**src/rtl/rf_ex_pipe.sv**
```systemverilog
// ---------------------------------------------------------------------------
// rf_ex_pipe
//
// Pipeline register between the RF stage and the EX stage. Captures operands,
// immediate, register indices and the packed control bundle from RF and
// presents them to EX one cycle later.
//
// A 2-entry skid buffer (main entry M drives the outputs, skid entry S
// absorbs one extra instruction) lets in_ready come straight from a flop, so
// there is no combinational path from out_ready back to in_ready.
//
// Ports
//   clk, rst              single clock, synchronous active-high reset
//   in_valid / in_ready   RF-side handshake (in_ready is registered)
//   pc_in .. imm_eff_in   RF-stage payload words (DW bits each)
//   ra_in .. rf_waddr_in  register indices (RW bits each)
//   ctl_in                packed control bundle (CTL_W bits)
//   flush                 kill every held and incoming instruction
//   out_valid / out_ready EX-side handshake
//   pc_out .. ctl_out     held payload; ctl_out forced to zero when nothing
//                         valid is held, data/indices keep their last values
//
// Optional build macro RF_EX_PIPE_PERF_EN adds two 16-bit wrapping counters:
//   stall_cnt   cycles with out_valid & ~out_ready
//   bubble_cnt  cycles with out_valid low while not in reset
// ---------------------------------------------------------------------------
module rf_ex_pipe #(
    parameter int DW    = 16,
    parameter int RW    = 3,
    parameter int CTL_W = 27
) (
    input  logic             clk,
    input  logic             rst,

    input  logic             in_valid,
    output logic             in_ready,
    input  logic [DW-1:0]    pc_in,
    input  logic [DW-1:0]    pc2_in,
    input  logic [DW-1:0]    opA_in,
    input  logic [DW-1:0]    opB_in,
    input  logic [DW-1:0]    store_data_in,
    input  logic [DW-1:0]    imm_eff_in,
    input  logic [RW-1:0]    ra_in,
    input  logic [RW-1:0]    rb_in,
    input  logic [RW-1:0]    rc_in,
    input  logic [RW-1:0]    rf_waddr_in,
    input  logic [CTL_W-1:0] ctl_in,

    input  logic             flush,

    output logic             out_valid,
    input  logic             out_ready,
    output logic [DW-1:0]    pc_out,
    output logic [DW-1:0]    pc2_out,
    output logic [DW-1:0]    opA_out,
    output logic [DW-1:0]    opB_out,
    output logic [DW-1:0]    store_data_out,
    output logic [DW-1:0]    imm_eff_out,
    output logic [RW-1:0]    ra_out,
    output logic [RW-1:0]    rb_out,
    output logic [RW-1:0]    rc_out,
    output logic [RW-1:0]    rf_waddr_out,
    output logic [CTL_W-1:0] ctl_out
`ifdef RF_EX_PIPE_PERF_EN
    ,
    output logic [15:0]      stall_cnt,
    output logic [15:0]      bubble_cnt
`endif
);

    // One full instruction payload; both entries store a complete copy.
    typedef struct packed {
        logic [DW-1:0]    pc;
        logic [DW-1:0]    pc2;
        logic [DW-1:0]    opa;
        logic [DW-1:0]    opb;
        logic [DW-1:0]    store_data;
        logic [DW-1:0]    imm_eff;
        logic [RW-1:0]    ra;
        logic [RW-1:0]    rb;
        logic [RW-1:0]    rc;
        logic [RW-1:0]    rf_waddr;
        logic [CTL_W-1:0] ctl;
    } entry_t;

    // Encoding chosen so bit 0 is M valid and bit 1 is S valid.
    typedef enum logic [1:0] {
        ST_EMPTY = 2'b00,
        ST_ONE   = 2'b01,
        ST_FULL  = 2'b11
    } state_e;

    state_e state_q, state_d;
    entry_t m_q, m_d;
    entry_t s_q, s_d;
    logic   in_ready_q, in_ready_d;
    entry_t in_ent;

    logic   m_valid;
    logic   accept;
    logic   drain;

`ifdef RF_EX_PIPE_PERF_EN
    logic [15:0] stall_cnt_q, stall_cnt_d;
    logic [15:0] bubble_cnt_q, bubble_cnt_d;
`endif

    always_comb begin
        in_ent.pc         = pc_in;
        in_ent.pc2        = pc2_in;
        in_ent.opa        = opA_in;
        in_ent.opb        = opB_in;
        in_ent.store_data = store_data_in;
        in_ent.imm_eff    = imm_eff_in;
        in_ent.ra         = ra_in;
        in_ent.rb         = rb_in;
        in_ent.rc         = rc_in;
        in_ent.rf_waddr   = rf_waddr_in;
        in_ent.ctl        = ctl_in;
    end

    assign m_valid = (state_q != ST_EMPTY);
    assign accept  = in_valid & in_ready;
    assign drain   = m_valid & out_ready;

    always_comb begin
        state_d = state_q;
        m_d     = m_q;
        s_d     = s_q;

        if (flush) begin
            // Everything held or arriving this cycle is dropped; payload
            // registers are left alone since ctl_out gating hides them.
            state_d = ST_EMPTY;
        end else begin
            unique case (state_q)
                ST_EMPTY: begin
                    if (accept) begin
                        m_d     = in_ent;
                        state_d = ST_ONE;
                    end
                end
                ST_ONE: begin
                    if (accept && drain) begin
                        m_d = in_ent;
                    end else if (accept) begin
                        s_d     = in_ent;
                        state_d = ST_FULL;
                    end else if (drain) begin
                        state_d = ST_EMPTY;
                    end
                end
                ST_FULL: begin
                    // in_ready is low here, so no accept can coincide.
                    if (drain) begin
                        m_d     = s_q;
                        state_d = ST_ONE;
                    end
                end
                default: state_d = ST_EMPTY;
            endcase
        end

        // Registered ready: next-cycle readiness depends only on next state.
        in_ready_d = (state_d != ST_FULL);
    end

`ifdef RF_EX_PIPE_PERF_EN
    always_comb begin
        stall_cnt_d  = stall_cnt_q;
        bubble_cnt_d = bubble_cnt_q;
        if (m_valid && !out_ready) begin
            stall_cnt_d = stall_cnt_q + 16'd1;
        end
        if (!m_valid) begin
            bubble_cnt_d = bubble_cnt_q + 16'd1;
        end
    end
`endif

    always_ff @(posedge clk) begin
        if (rst) begin
            state_q    <= ST_EMPTY;
            m_q        <= '0;
            s_q        <= '0;
            in_ready_q <= 1'b1;
`ifdef RF_EX_PIPE_PERF_EN
            stall_cnt_q  <= '0;
            bubble_cnt_q <= '0;
`endif
        end else begin
            state_q    <= state_d;
            m_q        <= m_d;
            s_q        <= s_d;
            in_ready_q <= in_ready_d;
`ifdef RF_EX_PIPE_PERF_EN
            stall_cnt_q  <= stall_cnt_d;
            bubble_cnt_q <= bubble_cnt_d;
`endif
        end
    end

    // The flop is preset during reset; masking with rst keeps ready low for
    // the whole reset window, including its first cycle.
    assign in_ready = in_ready_q & ~rst;

    assign out_valid      = m_valid;
    assign pc_out         = m_q.pc;
    assign pc2_out        = m_q.pc2;
    assign opA_out        = m_q.opa;
    assign opB_out        = m_q.opb;
    assign store_data_out = m_q.store_data;
    assign imm_eff_out    = m_q.imm_eff;
    assign ra_out         = m_q.ra;
    assign rb_out         = m_q.rb;
    assign rc_out         = m_q.rc;
    assign rf_waddr_out   = m_q.rf_waddr;
    assign ctl_out        = m_valid ? m_q.ctl : '0;

`ifdef RF_EX_PIPE_PERF_EN
    assign stall_cnt  = stall_cnt_q;
    assign bubble_cnt = bubble_cnt_q;
`endif

endmodule

```
**config.mk**
```make
export PLATFORM = sky130hd
export DESIGN_NAME = rf_ex_pipe
export DESIGN_NICKNAME = d
export VERILOG_FILES = /design/src/rtl/rf_ex_pipe.sv
export SDC_FILE = /design/constraint.sdc
export NUM_CORES = 1
export LEC_CHECK = 0
export CAP_MARGIN = 40
export CORE_UTILIZATION = 50
export CTS_BUF_LIST = sky130_fd_sc_hd__clkbuf_4
export CTS_CLUSTER_DIAMETER = 120
export DETAILED_ROUTE_END_ITERATION = 16
export MAX_ROUTING_LAYER = met4
export PLACE_DENSITY = 0.8
export SETUP_SLACK_MARGIN = 0.1
export SLEW_MARGIN = 25
export SYNTH_ARGS = -nofsm -noshare
export SYNTH_HDL_FRONTEND = slang
export SYNTH_SLANG_ARGS = --single-unit
```
**constraint.sdc**
```tcl
create_clock -name clk -period 1.95 [get_ports clk]
set_clock_uncertainty 0.05 [all_clocks]
set_input_delay 0.195 -clock clk [delete_from_list [all_inputs] [get_ports clk]]
set_output_delay 0.195 -clock clk [all_outputs]
set_load 0.01 [all_outputs]
```
## After elaboration in Yosys (flattened, before gate mapping)

Cells that the tools add are included.

- Equality and inequality tests: 6
- Muxes and demuxes: 12
- Bitwise logic cells: 6
- Reductions and logical operators: 6

Operator list:

| cell | number |
|---|---|
| $mux W135 | 3 |
| $pmux W135 S3 | 1 |
| $mux W27 | 1 |
| $mux W2 | 6 |
| $ne A2 B2 Y1 const B | 4 |
| $pmux W2 S3 | 1 |
| $reduce_and A5 Y1 | 1 |
| $reduce_and A4 Y1 | 1 |
| $and A1 B1 Y1 | 3 |
| $not A1 Y1 | 3 |
| $reduce_bool A3 Y1 | 1 |
| $eq A2 B1 Y1 const B | 1 |
| $eq A2 B2 Y1 const B | 1 |
| $logic_not A2 Y1 | 1 |
| $reduce_bool A2 Y1 | 1 |
| $logic_and A1 B1 Y1 | 1 |

- Register bits: 273
- Bits of input ports: 140
- Logic and storage cells: 54

## Logic depth before layout (Yosys ltp)

Gate-level depths: netlist of run 1.

- Depth after elaboration: 8
- Depth in mapped cells: 7

## Least setup slack after synthesis of run 1

OpenSTA, ideal clock, no wires.

- Path kind: reg2reg
- Start: register state_q[1]
- End: register m_q, in the netlist imm_eff_out[10]
- Library setup time: 121 ps
- Data arrival time: 1,660 ps
- Data required time: 1,779 ps
- Path slack: 118 ps
- Stages on the path, launching flop included: 8
- Period minus slack after synthesis: 1,832 ps
- Cell sequence: dfxtp_1 clkbuf_1 or2_1 a221o_1 buf_6 buf_6 buf_6 mux2_4

- Longest elaborated chain between the ends: 5

Ends and longest elaborated chain:

| item | line | text |
|---|---|---|
| from (decl) | 93 | `state_e state_q, state_d;` |
| from (signal assigned) | 192 | `state_q <= state_d;` |
| $reduce_bool A2 Y1 | 122 | `assign m_valid = (state_q != ST_EMPTY);` |
| $and A1 B1 Y1 | 124 | `assign drain = m_valid & out_ready;` |
| $logic_and A1 B1 Y1 | 144 | `if (accept && drain) begin` |
| $ne A2 B2 Y1 (no source line) | n/a |  |
| $reduce_and A5 Y1 (no source line) | n/a |  |
| to (signal assigned) | 193 | `m_q <= m_d;` |
| to (decl) | 94 | `entry_t m_q, m_d;` |

Several ways; a longest one is shown, not always the timed one.
A chain may end at the register's enable or synchronous reset.

## Final worst setup path of run 1

- Start: register state_q[1]
- End: register m_q, in the netlist pc_out[15]

Same word-level chain as after synthesis.

==> results of run 1 <==
[metal layers]
metal	vias to the layer above	share of wire, %	GRT usage, %	wire, um
met1	5833	42	29.4	16700
li1	5877	-	-	-
met3	86	6.6	6.91	2630
met4	0	2.3	8.23	915
met2	338	49	40.1	19500
met5	-	0	-	0
[cells by family (layout without fill, tap and decap cells)]
family | after synthesis | count (layout) | synth area share [%]
other | 0 | 2 | 0
AND/OR/NAND/NOR | 577 | 577 | 22.2
multiplexers | 270 | 270 | 19.7
buffers and inverters | 263 | 497 | 9.60
flip-flops | 273 | 273 | 35.3
AO/OA/AOI/OAI | 273 | 273 | 13.2
[worst max-delay path, cell delays in order (launching register included)]
cell       delay, ns
dfxtp_4         0.34
or2_4           0.31
buf_6           0.13
a221o_4         0.43
buf_12          0.18
bufbuf_16       0.28
mux2_2          0.27
[power breakdown]
| part | switching (mW) | internal [mW] |
|---|---|---|
| Combinational | 0.642 | 1.00 |
| Clock | 2.47 | 2.91 |
| Sequential | 0.0602 | 5.68 |
| Total | 3.17 | 9.60 |
[repair_timing]
item | 4_1_cts | 5_1_grt
pin swaps | 21 | 11
setup buffers | 17 | 7
gates cloned | 23 | 9
hold buffers | 1 | 0
endpoints found under the hold margin | 5 | 0
resized for setup | 245 | 125
endpoints found under the setup margin | 202 | 365
[cells in the final DEF (no fill, tap or decap), types with 67 or more instances in the layout]
master,instances
a21bo_2,135
a21oi_1,136
clkbuf_4,113
clkdlybuf4s50_1,142
dfxtp_1,271
dlymetal6s2s_1,67
mux2_2,83
mux2i_1,131
nand2b_1,271
nand3_1,135
nor2b_1,135
[flip-flops by register name, summed over array words and instances, names as in the netlist, 16 cells and up]
| signal | cells |
|---|---|
| pc2_out | 16 |
| store_data_out | 16 |
| s_q | 135 |
| pc_out | 16 |
| imm_eff_out | 16 |
| m_q | 27 |
| opA_out | 16 |
| opB_out | 16 |
[through the flow]
stage	area [sq um]	hold WS [ns]	util, %
finish	20300	0.0759	66.6
global route	20300	0.0115	66.6
CTS	19800	0.0282	64.8
detailed placement	17800	0.415	58.3
global placement	17800	0.408	58.3
floorplan	15500	0.224	-
[worst min path at each step]
stage | from | to | slack, ns | cells past startpoint
final | imm_eff_in[7] | s_q[46]$_SDFFE_PP0P_ | 0.08 | 3
after global routing | opB_in[9] | s_q[80]$_SDFFE_PP0P_ | 0.01 | 3
after CTS | store_data_in[5] | s_q[60]$_SDFFE_PP0P_ | 0.03 | 3
after detailed placement | s_q[131]$_SDFFE_PP0P_ | s_q[131]$_SDFFE_PP0P_ | 0.41 | 2
after global placement | s_q[32]$_SDFFE_PP0P_ | s_q[32]$_SDFFE_PP0P_ | 0.41 | 2
after floorplan | flush | state_q[0]$_SDFF_PP0_ | 0.22 | 1
[final cells by class]
type | instances | area, sq um
Clock inverter | 18 | 125
Sequential cell | 273 | 5470
Tap cell | 396 | 495
Clock buffer | 113 | 848
Fill cell | 2359 | 10200
Antenna cell | 2 | 5.00
Timing Repair Buffer | 365 | 4700
Inverter | 1 | 3.75
Multi-Input combinational cell | 1120 | 8670
==> impl_metrics.env, run 1 <==
export IMPL_place_ws_ns=-0.226
export IMPL_dp_cells=2104
export IMPL_synth_edf_count=0
export IMPL_pin_count=277
export IMPL_r2r_start="state_q[1]$_SDFF_PP0_"
export IMPL_syn_instance_count=1656
export IMPL_synth_seq_cells=273
export IMPL_place_gp_congestion=0.765
export IMPL_yosys_top_cells_area="dfxtp_1 35%, nand2b_1 11%, a21bo_2 8.7%"
export IMPL_syn2layout_area_growth_pct=31.1
export IMPL_maxSlewViolCount=0
export IMPL_layout_setup_ws_ns=-0.165
export IMPL_die_y_um=178
export IMPL_fin_setup_tns_ns=-9.14
export IMPL_rows=64
export IMPL_critPathCapture="pc_out[15]$_SDFFE_PP0P_"
export IMPL_die_x_um=178
export IMPL_p_per_area_nw_per_um2=628
export IMPL_yosysTopAreaCell="dfxtp_1"
export IMPL_cts_htree_levels=3
export IMPL_setup_viol=132
export IMPL_synth_ff_type="dfxtp_1"
export IMPL_ant_nets=0
export IMPL_worstPathArrival_ns=2.58
export IMPL_synth_area_sq_um=15500
export IMPL_antenna_found_initial=1
export IMPL_leakage_nw=9.23
export IMPL_reg2reg_depth=6
export IMPL_path_class="flop to flop"
export IMPL_cts_sinks=273
export IMPL_drt_iter0_markers=800
export IMPL_numCtsBuffers=78
export IMPL_p_total_mw=12.8
export IMPL_stdcell_count=2288
export IMPL_nets=1979
export IMPL_slew_headroom_pct=50.7
export IMPL_drv_cap=0
export IMPL_avgViaCountPerCell=5.30
export IMPL_synthArstFlopShare_pct=0
export IMPL_cp_startpoint="state_q[1]$_SDFF_PP0_"
export IMPL_worstPathRequired_ns=2.42
export IMPL_ys_warn_count=0
export IMPL_ys_seq_area_share_pct=35.3
export IMPL_dieArea_sq_um=31700
export IMPL_gr_total_overflow=0
export IMPL_wl_per_cell_um=17.4
export IMPL_drt_wl_total_mm=39.8
export IMPL_tritoncts="yes"
export IMPL_grt_pass1_wl_mm=61.1
export IMPL_grt_usage_pct=24.7
export IMPL_dpl_hpwl_mm=21.8
export IMPL_avgSynthCellArea_sq_um=9.36
export IMPL_syn_nets=1796
export IMPL_yosysUniqueCellTypes=24
export IMPL_synth_most_common_cell="dfxtp_1"
export IMPL_fmax_mhz=473
export IMPL_grt_start_max_net_pins=195
export IMPL_rsz0062_at_grt="true"
export IMPL_clockBufferDepth=3
export IMPL_drive_above_1_share_pct=28.9
export IMPL_violations="setup timing"
export IMPL_insertion_delay_ns=0.64
export IMPL_cts_root_buffer="clkbuf_4"
export IMPL_synth_top_area_share_pct=35.3
export IMPL_cts_clk_slew_worst_paths_ns=0.07
export IMPL_vias=12134
export IMPL_tightest_slew_ns=0.740
export IMPL_finalHoldViolations=0
export IMPL_post_route_drc_count=0
export IMPL_dr_pass1_iters=5
export IMPL_rrSetupSlack_ns=-0.16
export IMPL_io_buffer_count=276
export IMPL_status="complete, but fails checks"
export IMPL_grt_pass1_vias=11942
export IMPL_critPathLaunchType="flop"
export IMPL_hp_class="primary input to flop"
export IMPL_timing_rr_end="pc_out[15]$_SDFFE_PP0P_"
export IMPL_initial_core_util_pct=50.8
export IMPL_cp_max_fo=5
export IMPL_synth_common_cells="273 x dfxtp_1, 271 x nand2b_1, 136 x a21oi_1, 136 x nor2b_1"
export IMPL_period_share_pct=108
export IMPL_setup_worst_path_end_class="flop"
export IMPL_core_sq_um=30500
export IMPL_min_period_ns=2.11
export IMPL_ir_worst_vdd_mv=0.577
Note: power is estimated with default switching activity, not from simulation.
==> inputs of run 2 (changes only) <==
- SLEW_MARGIN: 25 -> 15
==> results of run 2 <==
Final layout, timing and power as in run 1 (identical DEF).
